===== config.mk =====
export PLATFORM = sky130hd
export DESIGN_NAME = ysyx_041514_if_ctrl_flat
export DESIGN_NICKNAME = d
export VERILOG_FILES = /design/src/rtl/ysyx_041514_if_ctrl_if.sv /design/src/rtl/ysyx_041514_if_ctrl.sv /design/src/flat_wrapper.sv
export SDC_FILE = /design/constraint.sdc
export NUM_CORES = 1
export LEC_CHECK = 0
export ABC_CLOCK_PERIOD_IN_PS = 1400
export BUFFER_PORTS_ARGS = -buffer_cell sky130_fd_sc_hd__clkbuf_2
export CAP_MARGIN = 20
export CORE_AREA = 2 2 130 132
export DETAILED_ROUTE_END_ITERATION = 8
export DIE_AREA = 0 0 132 134
export HOLD_SLACK_MARGIN = 0.03
export PLACE_DENSITY_LB_ADDON = 0.2
export SYNTH_ARGS = -nofsm -noshare
export SYNTH_HDL_FRONTEND = slang
export SYNTH_SLANG_ARGS = --single-unit

===== constraint.sdc =====
create_clock -name clk -period 1.4 [get_ports clk]
set_input_delay 0.35 -clock clk [delete_from_list [all_inputs] [get_ports clk]]
set_output_delay 0.35 -clock clk [all_outputs]
set_load 0.02 [all_outputs]

===== src/rtl/ysyx_041514_if_ctrl_if.sv =====
// Fetch request/response bus between the instruction-fetch sequencer and the
// instruction memory or icache port.

`ifndef ysyx_041514_XLEN_BUS
`define ysyx_041514_XLEN_BUS 63:0
`endif

interface ysyx_041514_if_ctrl_if;
   // Request: transfer when if_req_valid_o && if_req_ready_i on a rising edge;
   // the response returns later with if_resp_valid_i and cannot be stalled.
   logic                        if_req_valid_o;
   logic                        if_req_ready_i;
   logic [`ysyx_041514_XLEN_BUS] if_req_addr_o;
   logic                        if_resp_valid_i;
   logic [`ysyx_041514_XLEN_BUS] if_resp_data_i;

   modport master (
      output if_req_valid_o,
      output if_req_addr_o,
      input  if_req_ready_i,
      input  if_resp_valid_i,
      input  if_resp_data_i
   );

   modport slave (
      input  if_req_valid_o,
      input  if_req_addr_o,
      output if_req_ready_i,
      output if_resp_valid_i,
      output if_resp_data_i
   );
endinterface


===== src/rtl/ysyx_041514_if_ctrl.sv =====
// Instruction-fetch request sequencer: one outstanding fetch, holds the result for IF/ID,
// drops responses of flushed fetches. YSYX_041514_IF_WORD_SEL_EN enables 32-bit word select.

`ifndef ysyx_041514_XLEN_BUS
`define ysyx_041514_XLEN_BUS 63:0
`endif

module ysyx_041514_if_ctrl (
   input  logic                         clk,
   input  logic                         rst,
   input  logic [`ysyx_041514_XLEN_BUS] pc_i,
   input  logic                         if_ready_i,
   input  logic                         flush_i,
   ysyx_041514_if_ctrl_if.master        bus,
   output logic [`ysyx_041514_XLEN_BUS] inst_addr_o,
   output logic                         if_rdata_valid_o,
   output logic [`ysyx_041514_XLEN_BUS] if_rdata_o,
   output logic [1:0]                   o_dbg_state
);

   typedef enum logic [1:0] {
      S_REQ  = 2'd0,
      S_WAIT = 2'd1,
      S_HOLD = 2'd2,
      S_DROP = 2'd3
   } state_t;

   state_t                       r_state;
   state_t                       w_next_state;
   logic [`ysyx_041514_XLEN_BUS] r_addr_q;
   logic [`ysyx_041514_XLEN_BUS] r_data_q;
   logic                         w_handshake;
   logic                         w_capture;
   logic [`ysyx_041514_XLEN_BUS] w_req_addr;
   logic [`ysyx_041514_XLEN_BUS] w_cap_data;

`ifdef YSYX_041514_IF_WORD_SEL_EN
   // Memory is addressed by doubleword; the held PC picks the 32-bit half.
   assign w_req_addr = {pc_i[63:3], 3'b000};
   assign w_cap_data = {32'b0, (r_addr_q[2] ? bus.if_resp_data_i[63:32]
                                            : bus.if_resp_data_i[31:0])};
`else
   assign w_req_addr = pc_i;
   assign w_cap_data = bus.if_resp_data_i;
`endif

   assign w_handshake = (r_state == S_REQ) && bus.if_req_ready_i;

   always_comb begin
      w_next_state = r_state;
      w_capture    = 1'b0;
      case (r_state)
         S_REQ: begin
            if (w_handshake) begin
               w_next_state = flush_i ? S_DROP : S_WAIT;
            end
         end
         S_WAIT: begin
            // A flush always wins over capturing the response.
            if (bus.if_resp_valid_i) begin
               if (flush_i) begin
                  w_next_state = S_REQ;
               end else begin
                  w_next_state = S_HOLD;
                  w_capture    = 1'b1;
               end
            end else if (flush_i) begin
               w_next_state = S_DROP;
            end
         end
         S_HOLD: begin
            if (if_ready_i || flush_i) begin
               w_next_state = S_REQ;
            end
         end
         S_DROP: begin
            if (bus.if_resp_valid_i) begin
               w_next_state = S_REQ;
            end
         end
         default: begin
            w_next_state = S_REQ;
         end
      endcase
   end

   always_ff @(posedge clk or negedge rst) begin
      if (!rst) begin
         r_state  <= S_REQ;
         r_addr_q <= '0;
         r_data_q <= '0;
      end else begin
         r_state <= w_next_state;
         if (w_handshake) begin
            r_addr_q <= pc_i;
         end
         if (w_capture) begin
            r_data_q <= w_cap_data;
         end
      end
   end

   // Request valid is gated by reset so nothing is issued while reset is held.
   assign bus.if_req_valid_o = (r_state == S_REQ) && rst;
   assign bus.if_req_addr_o  = w_req_addr;

   assign if_rdata_valid_o = (r_state == S_HOLD);
   assign if_rdata_o       = r_data_q;
   assign inst_addr_o      = r_addr_q;
   assign o_dbg_state      = r_state;

endmodule


===== src/flat_wrapper.sv =====
// flat-port wrapper written by rule: the top's interface ports become plain ports
module ysyx_041514_if_ctrl_flat 
  (clk, rst, pc_i, if_ready_i, flush_i, inst_addr_o, if_rdata_valid_o, if_rdata_o, o_dbg_state, bus_if_req_valid_o, bus_if_req_addr_o, bus_if_req_ready_i, bus_if_resp_valid_i, bus_if_resp_data_i);
  ysyx_041514_if_ctrl_if bus_i ();
  input  logic clk;
  input  logic rst;
  input  logic [`ysyx_041514_XLEN_BUS] pc_i;
  input  logic if_ready_i;
  input  logic flush_i;
  output logic [`ysyx_041514_XLEN_BUS] inst_addr_o;
  output logic if_rdata_valid_o;
  output logic [`ysyx_041514_XLEN_BUS] if_rdata_o;
  output logic [1:0] o_dbg_state;
  output wire logic [$bits(bus_i.if_req_valid_o)-1:0] bus_if_req_valid_o;
  output wire logic [$bits(bus_i.if_req_addr_o)-1:0] bus_if_req_addr_o;
  input wire logic [$bits(bus_i.if_req_ready_i)-1:0] bus_if_req_ready_i;
  input wire logic [$bits(bus_i.if_resp_valid_i)-1:0] bus_if_resp_valid_i;
  input wire logic [$bits(bus_i.if_resp_data_i)-1:0] bus_if_resp_data_i;
  assign bus_if_req_valid_o = bus_i.if_req_valid_o;
  assign bus_if_req_addr_o = bus_i.if_req_addr_o;
  assign bus_i.if_req_ready_i = bus_if_req_ready_i;
  assign bus_i.if_resp_valid_i = bus_if_resp_valid_i;
  assign bus_i.if_resp_data_i = bus_if_resp_data_i;
  ysyx_041514_if_ctrl u_core (.clk(clk), .rst(rst), .pc_i(pc_i), .if_ready_i(if_ready_i), .flush_i(flush_i), .bus(bus_i), .inst_addr_o(inst_addr_o), .if_rdata_valid_o(if_rdata_valid_o), .if_rdata_o(if_rdata_o), .o_dbg_state(o_dbg_state));
endmodule

==> results of run 1 <==
## how the worst max path moves through the flow
stage                     slack (ps)                         startpoint  cells after the start                                 to
after floorplan                  -90  u_core.o_dbg_state[1]$_DFFE_PN0P_                      5   u_core.if_rdata_o[0]$_DFFE_PN0P_
after global placement          -140                            flush_i                      5  u_core.if_rdata_o[63]$_DFFE_PN0P_
after detailed placement        -150                            flush_i                      5  u_core.if_rdata_o[35]$_DFFE_PN0P_
after CTS                       -260  u_core.o_dbg_state[1]$_DFFE_PN0P_                      3                 bus_if_req_valid_o
after global routing            -280  u_core.o_dbg_state[1]$_DFFE_PN0P_                      6  u_core.if_rdata_o[33]$_DFFE_PN0P_
final                           -230  u_core.o_dbg_state[1]$_DFFE_PN0P_                      6  u_core.if_rdata_o[57]$_DFFE_PN0P_
## cell usage in the layout (no fill, tap or decap), drive strengths merged
cell	count
a21o	1
clkinvlp	4
mux2	128
and3	1
dfrtp	130
a21oi	1
buf	36
bufinv	2
inv	4
nor2	2
a311oi	1
clkinv	6
xnor2	1
nor3b	3
clkbuf	346
## through the flow
step | instance area, sq um | power, mW | cells | utilization, %
2_1_floorplan | 5720 | 12.3 | 348 | -
3_3_place_gp | 7180 | 15.2 | 837 | 44.1
3_5_place_dp | 7180 | 15.3 | 837 | 44.1
4_1_cts | 8010 | 20.2 | 880 | 49.2
5_1_grt | 8150 | 21.4 | 886 | 50.0
6_report | 8150 | 20.3 | 886 | 50.0
## cell families after synthesis
group / share of synthesized area (%)
flops: 57.3
simple gates: 0.859
compound gates: 0.375
buf+inv: 11.9
xor+xnor: 0.154
mux: 29.4
## cell usage after synthesis
library cell,instances
a21o_1,1
a21oi_1,1
a311oi_1,1
and3_4,1
buf_12,7
buf_2,1
buf_4,70
dfrtp_1,130
inv_1,2
mux2_1,53
mux2_2,15
mux2_4,60
nor2_1,1
nor2_2,1
nor3b_1,2
nor3b_2,1
xnor2_1,1
## critical path: stages, from the launching register on
cell and delay (ps):
dfrtp_2 420, buf_6 130, nor2_4 80, and3_4 250
buf_8 160, clkbuf_16 170, mux2_4 300
## power breakdown
| group | leakage [nW] | internal, mW | total, mW | switching (mW) |
|---|---|---|---|---|
| clock network | 0.278 | 2.66 | 4.32 | 1.67 |
| registers | 1.55 | 5.68 | 6.73 | 1.04 |
| logic | 2.44 | 4.46 | 9.27 | 4.81 |
| total | 4.26 | 12.8 | 20.3 | 7.52 |
## cell type report
class	count	area [sq um]
tap	220	275
clock inverter	14	138
sequential	130	3260
multi-input combinational	138	1870
fill	1489	8140
timing repair buffer	364	2170
inverter	2	7.51
clock buffer	18	439
## registers in the layout, indices dropped and copies added, names as in the netlist
register	cells
u_core.o_dbg_state	2
u_core.inst_addr_o	64
u_core.if_rdata_o	64
## repair_timing
action	CTS	global route
cloned	3	3
endpoints found under the setup margin	130	132
setup buffers	8	5
resized for setup	28	20
pin swaps	1	1
## routing by layer
metal	wire (um)	up-vias	part of all wire, %
met1	5540	1887	39
met3	846	20	6.0
met2	7520	164	53
met4	280	0	2.0
met5	0	-	0
li1	-	1749	-
==> results.py, run 1 <==
metrics = {
    "run_status": {
        "outcome": "complete, but fails checks",
        "violations": "setup timing",
    },
    "sta": {
        "period_needed_ps": 1630,
        "max_freq_mhz": 613,
        "final.period_utilization_pct": 116,
        "clock_skew_ps": 8.57,
        "maxSlewViolCount": 0,
        "hold_violations": 0,
        "worst_pin_slew_ps": 701,
        "finalSetupViolCount": 132,
        "holdWs_ps": 51.8,
        "rsz0062_at_grt": "true",
        "layout_setup_ws_ps": -230,
        "tns_ps": -22160,
        "relSlewSlack_pct": 53.3,
    },
    "floorplanning": {
        "num_io_pins": 330,
        "dieArea_sq_um": 17700,
        "core-area_sq_um": 16300,
        "die-height_um": 134,
        "die_w_um": 132,
        "num_rows": 47,
        "start_util_pct": 34.8,
    },
    "pwr": {
        "p_per_area_nw_per_um2": 2490,
        "ir_drop_mv": 1.09,
        "power.leakage_nw": 4.26,
    },
    "clock_network": {
        "clockBufferDepth": 2,
        "path_clk_slew_ps": 60,
        "cts_tree": "done",
        "clkLatencyLatePin_ps": 410,
        "h-tree-depth": 4,
        "cts.sinks": 130,
        "postCtsHoldBufs": 0,
        "cts_inserted_buffers": 17,
        "clockRootBuffer": "clkbuf_16",
    },
    "critical_path": {
        "timing.critical_path.arrival_ps": 1920,
        "reg2reg_to": "u_core.if_rdata_o[57]$_DFFE_PN0P_",
        "r2r_slack_ps": -230,
        "critPathLaunchType": "flop",
        "r2r-start": "u_core.o_dbg_state[1]$_DFFE_PN0P_",
        "cp-end-kind": "flop",
        "r2r_cells": 6,
        "critPathMaxFanout": 6,
        "criticalPathCategory": "flop to flop",
        "worstPathRequired_ps": 1690,
    },
    "drt": {
        "wl_per_cell_um": 16.0,
        "drt-initial-drc-count": 187,
        "wirelength_mm": 14.2,
        "final_antenna_net_count": 0,
        "dr.pass1.iters": 3,
        "vias": 3820,
        "drc": 0,
        "vias_per_cell": 4.31,
    },
    "grt": {
        "antenna_found_initial": 0,
        "grtUsageMet1_pct": 18.2,
        "first_global_vias": 3987,
        "met2_usage_pct": 27.0,
        "grt.busiest_layer": "met2",
        "overflow": 0,
        "met3_usage_pct": 4.23,
        "grt_max_degree": 131,
        "grt_usage_pct": 15.7,
        "grt_first_pass_wirelength_mm": 21.4,
    },
    "logic_synthesis": {
        "yosysUniqueCellTypes": 17,
        "synthCells": 348,
        "yosysWarningCount": 0,
        "synth_seq_cells": 130,
        "synthTopCellsByArea": "dfrtp_1 57%, mux2_4 16%, mux2_1 11%",
        "synth_top_area_cell": "dfrtp_1",
        "netlist.area_leader.share_pct": 57.3,
        "syn-cell-area_sq_um": 5680,
        "syn-mean-instance-area_sq_um": 16.3,
        "yosysSeqAreaShare_pct": 57.3,
        "syn_nets": 482,
    },
    "cells_and_area": {
        "syn_to_final_growth_pct": 43.6,
        "nets": 787,
        "diodes": 0,
        "drive_above_1_share_pct": 75.2,
    },
    "placed_design": {
        "post-place-ws_ps": -147,
        "portBuffers": 329,
        "hpwl_mm": 9.96,
        "routabilityCongestion": 0.732,
    },
    "flow_run": {
        "cap_violations": 0,
    },
    "worst_hold_path": {
        "hold_path_class": "primary input to asynchronous set/reset pin",
    },
}
(Power assumes the default switching activity.)
==> run 2, diff against run 1 <==
ABC_CLOCK_PERIOD_IN_PS = 2100   (was 1400)
CORE_AREA = not set   (was 2 2 130 132)
CORE_UTILIZATION = 31   (was not set)
DIE_AREA = not set   (was 0 0 132 134)
MAX_ROUTING_LAYER = met4   (was not set)
clock period = 2.1 ns   (was 1.4 ns; I/O delays follow)
==> results.py, run 2 (synthesized netlist as in run 1, its figures left out) <==
metrics = {
    "clock_network": {
        "cts.sinks": 130,
        "cts-resized-gates": 0,
        "cts_inserted_buffers": 17,
        "cts_tree": "done",
        "postCtsHoldBufs": 0,
        "clockRootBuffer": "clkbuf_16",
        "h-tree-depth": 4,
        "clkLatencyLatePin_ps": 410,
        "path_clk_slew_ps": 50,
        "post_cts_buffers": 0,
        "clockBufferDepth": 2,
    },
    "grt": {
        "grt_max_degree": 131,
        "grt_first_pass_wirelength_mm": 18.8,
        "grt.busiest_layer": "met2",
        "grt_usage_pct": 13.8,
        "overflow": 0,
        "met3_usage_pct": 4.19,
        "grtUsageMet1_pct": 14.8,
        "antenna_found_initial": 0,
        "met2_usage_pct": 23.5,
        "first_global_vias": 3659,
    },
    "sta": {
        "hold_violations": 0,
        "rsz0062_at_grt": "false",
        "maxSlewViolCount": 0,
        "tns_ps": 0,
        "period_needed_ps": 1840,
        "finalSetupViolCount": 0,
        "final.period_utilization_pct": 87.6,
        "max_freq_mhz": 543,
        "relSlewSlack_pct": 54.7,
        "clock_skew_ps": 9.19,
        "worst_pin_slew_ps": 679,
    },
    "drt": {
        "drt-initial-drc-count": 66,
        "dr.pass1.iters": 3,
        "drc": 0,
        "final_antenna_net_count": 0,
        "wl_per_cell_um": 14.5,
        "vias": 3648,
        "wirelength_mm": 12.6,
        "vias_per_cell": 4.22,
    },
    "placed_design": {
        "routabilityCongestion": 0.735,
        "portBuffers": 329,
        "hpwl_mm": 9.53,
    },
    "critical_path": {
        "critPathTopFamily": "flip-flops",
        "timing.critical_path.arrival_ps": 1320,
        "crit_cells": 2,
        "crit_start": "u_core.o_dbg_state[0]$_DFFE_PN0P_",
        "critPathLaunchType": "flop",
        "r2r_slack_ps": 470,
        "criticalPathCategory": "flop to output pin",
        "endpoint": "bus_if_req_valid_o",
        "cp-end-kind": "output pin",
        "crit_slowest_cell": "dfrtp_1",
        "r2r-start": "u_core.o_dbg_state[0]$_DFFE_PN0P_",
        "worst-path-buf-inv": 1,
        "slowest_delay_ps": 480,
        "critPathMaxFanout": 8,
        "cp_cell_sequence": "nor3b_1 > clkbuf_2",
        "worstPathRequired_ps": 1570,
        "reg2reg_to": "u_core.inst_addr_o[63]$_DFFE_PN0P_",
        "r2r_cells": 3,
    },
    "pwr": {
        "power_switching_mw": 4.69,
        "p_clk_share_pct": 22.1,
        "power_frac_seq_pct": 35.5,
        "p_per_area_nw_per_um2": 1660,
        "power.leakage_nw": 3.95,
        "power_switching_share_pct": 37.2,
        "ir_drop_mv": 0.893,
        "pwr-share-comb_pct": 42.4,
        "power.total_mw": 12.6,
        "intPower_mw": 7.92,
    },
    "run_status": {
        "outcome": "completed",
    },
    "cells_and_area": {
        "drive_above_1_share_pct": 68.4,
        "syn_to_final_growth_pct": 33.6,
        "final_cell_mix": "328 x clkbuf_2, 130 x dfrtp_1, 60 x mux2_4, 53 x mux2_1, 17 x clkbuf_16",
        "fill_cells": 1703,
        "diodes": 0,
        "final_common_cell": "clkbuf_2",
        "multi_input_area_sq_um": 1750,
        "nets": 757,
        "seqCellArea_sq_um": 3250,
    },
    "floorplanning": {
        "start_util_pct": 31.6,
        "num_io_pins": 330,
        "num_rows": 49,
        "core-area_sq_um": 18000,
        "die-height_um": 137,
        "dieArea_sq_um": 18900,
        "die_w_um": 137,
    },
    "flow_run": {
        "cap_violations": 0,
    },
    "worst_hold_path": {
        "hold_path_class": "primary input to asynchronous set/reset pin",
    },
}
-- run 2: changes by cell type in the layout (fill, tap and decap cells not counted), sizes merged --
cell / delta
inv: -2
clkinv: -4
buf: -30
clkbuf: +9
clkinvlp: -3
-- run 2: per-stage QoR --
| stage | setup WS, ps | area, sq um | util [%] | hold slack, ps | std cells |
|---|---|---|---|---|---|
| floorplan | 493 | 5680 | - | 229 | 348 |
| global placement | 355 | 7040 | 39.2 | 467 | 833 |
| detailed placement | 308 | 7040 | 39.2 | 474 | 833 |
| CTS | 221 | 7590 | 42.2 | 272 | 865 |
| global route | 141 | 7590 | 42.2 | 283 | 865 |
| finish | 260 | 7590 | 42.2 | 245 | 865 |
-- run 2: worst min-delay path by stage --
stage | cells after the start | end | start
2_1_floorplan | 0 | u_core.if_rdata_o[0]$_DFFE_PN0P_ | rst
3_3_place_gp | 1 | u_core.inst_addr_o[47]$_DFFE_PN0P_ | u_core.inst_addr_o[47]$_DFFE_PN0P_
3_5_place_dp | 1 | u_core.inst_addr_o[50]$_DFFE_PN0P_ | u_core.inst_addr_o[50]$_DFFE_PN0P_
4_1_cts | 2 | u_core.if_rdata_o[7]$_DFFE_PN0P_ | rst
5_1_grt | 2 | u_core.if_rdata_o[48]$_DFFE_PN0P_ | rst
6_report | 2 | u_core.if_rdata_o[48]$_DFFE_PN0P_ | rst
-- run 2: metal layers --
layer / vias to the layer above / share of wire, %
li1: 1680 / -
met1: 1803 / 38
met2: 155 / 54
met3: 10 / 6.5
met4: 0 / 1.3
met5: - / 0
-- run 2: power by group through the flow --
stage	sequential (mW)	combinational, mW	clock [mW]
floorplan	6.03	2.06	0
global placement	4.50	5.36	0
detailed placement	4.50	5.45	0
CTS	4.50	5.45	2.88
global route	4.66	5.71	2.99
finish	4.47	5.35	2.78
-- run 2: final cells by class --
class | instances | area share (%)
clock buffer | 27 | 6.23
sequential | 130 | 42.9
clock inverter | 5 | 1.02
tap | 229 | 3.78
multi-input combinational | 138 | 23.1
inverter | 2 | 0.0990
timing repair buffer | 334 | 22.9
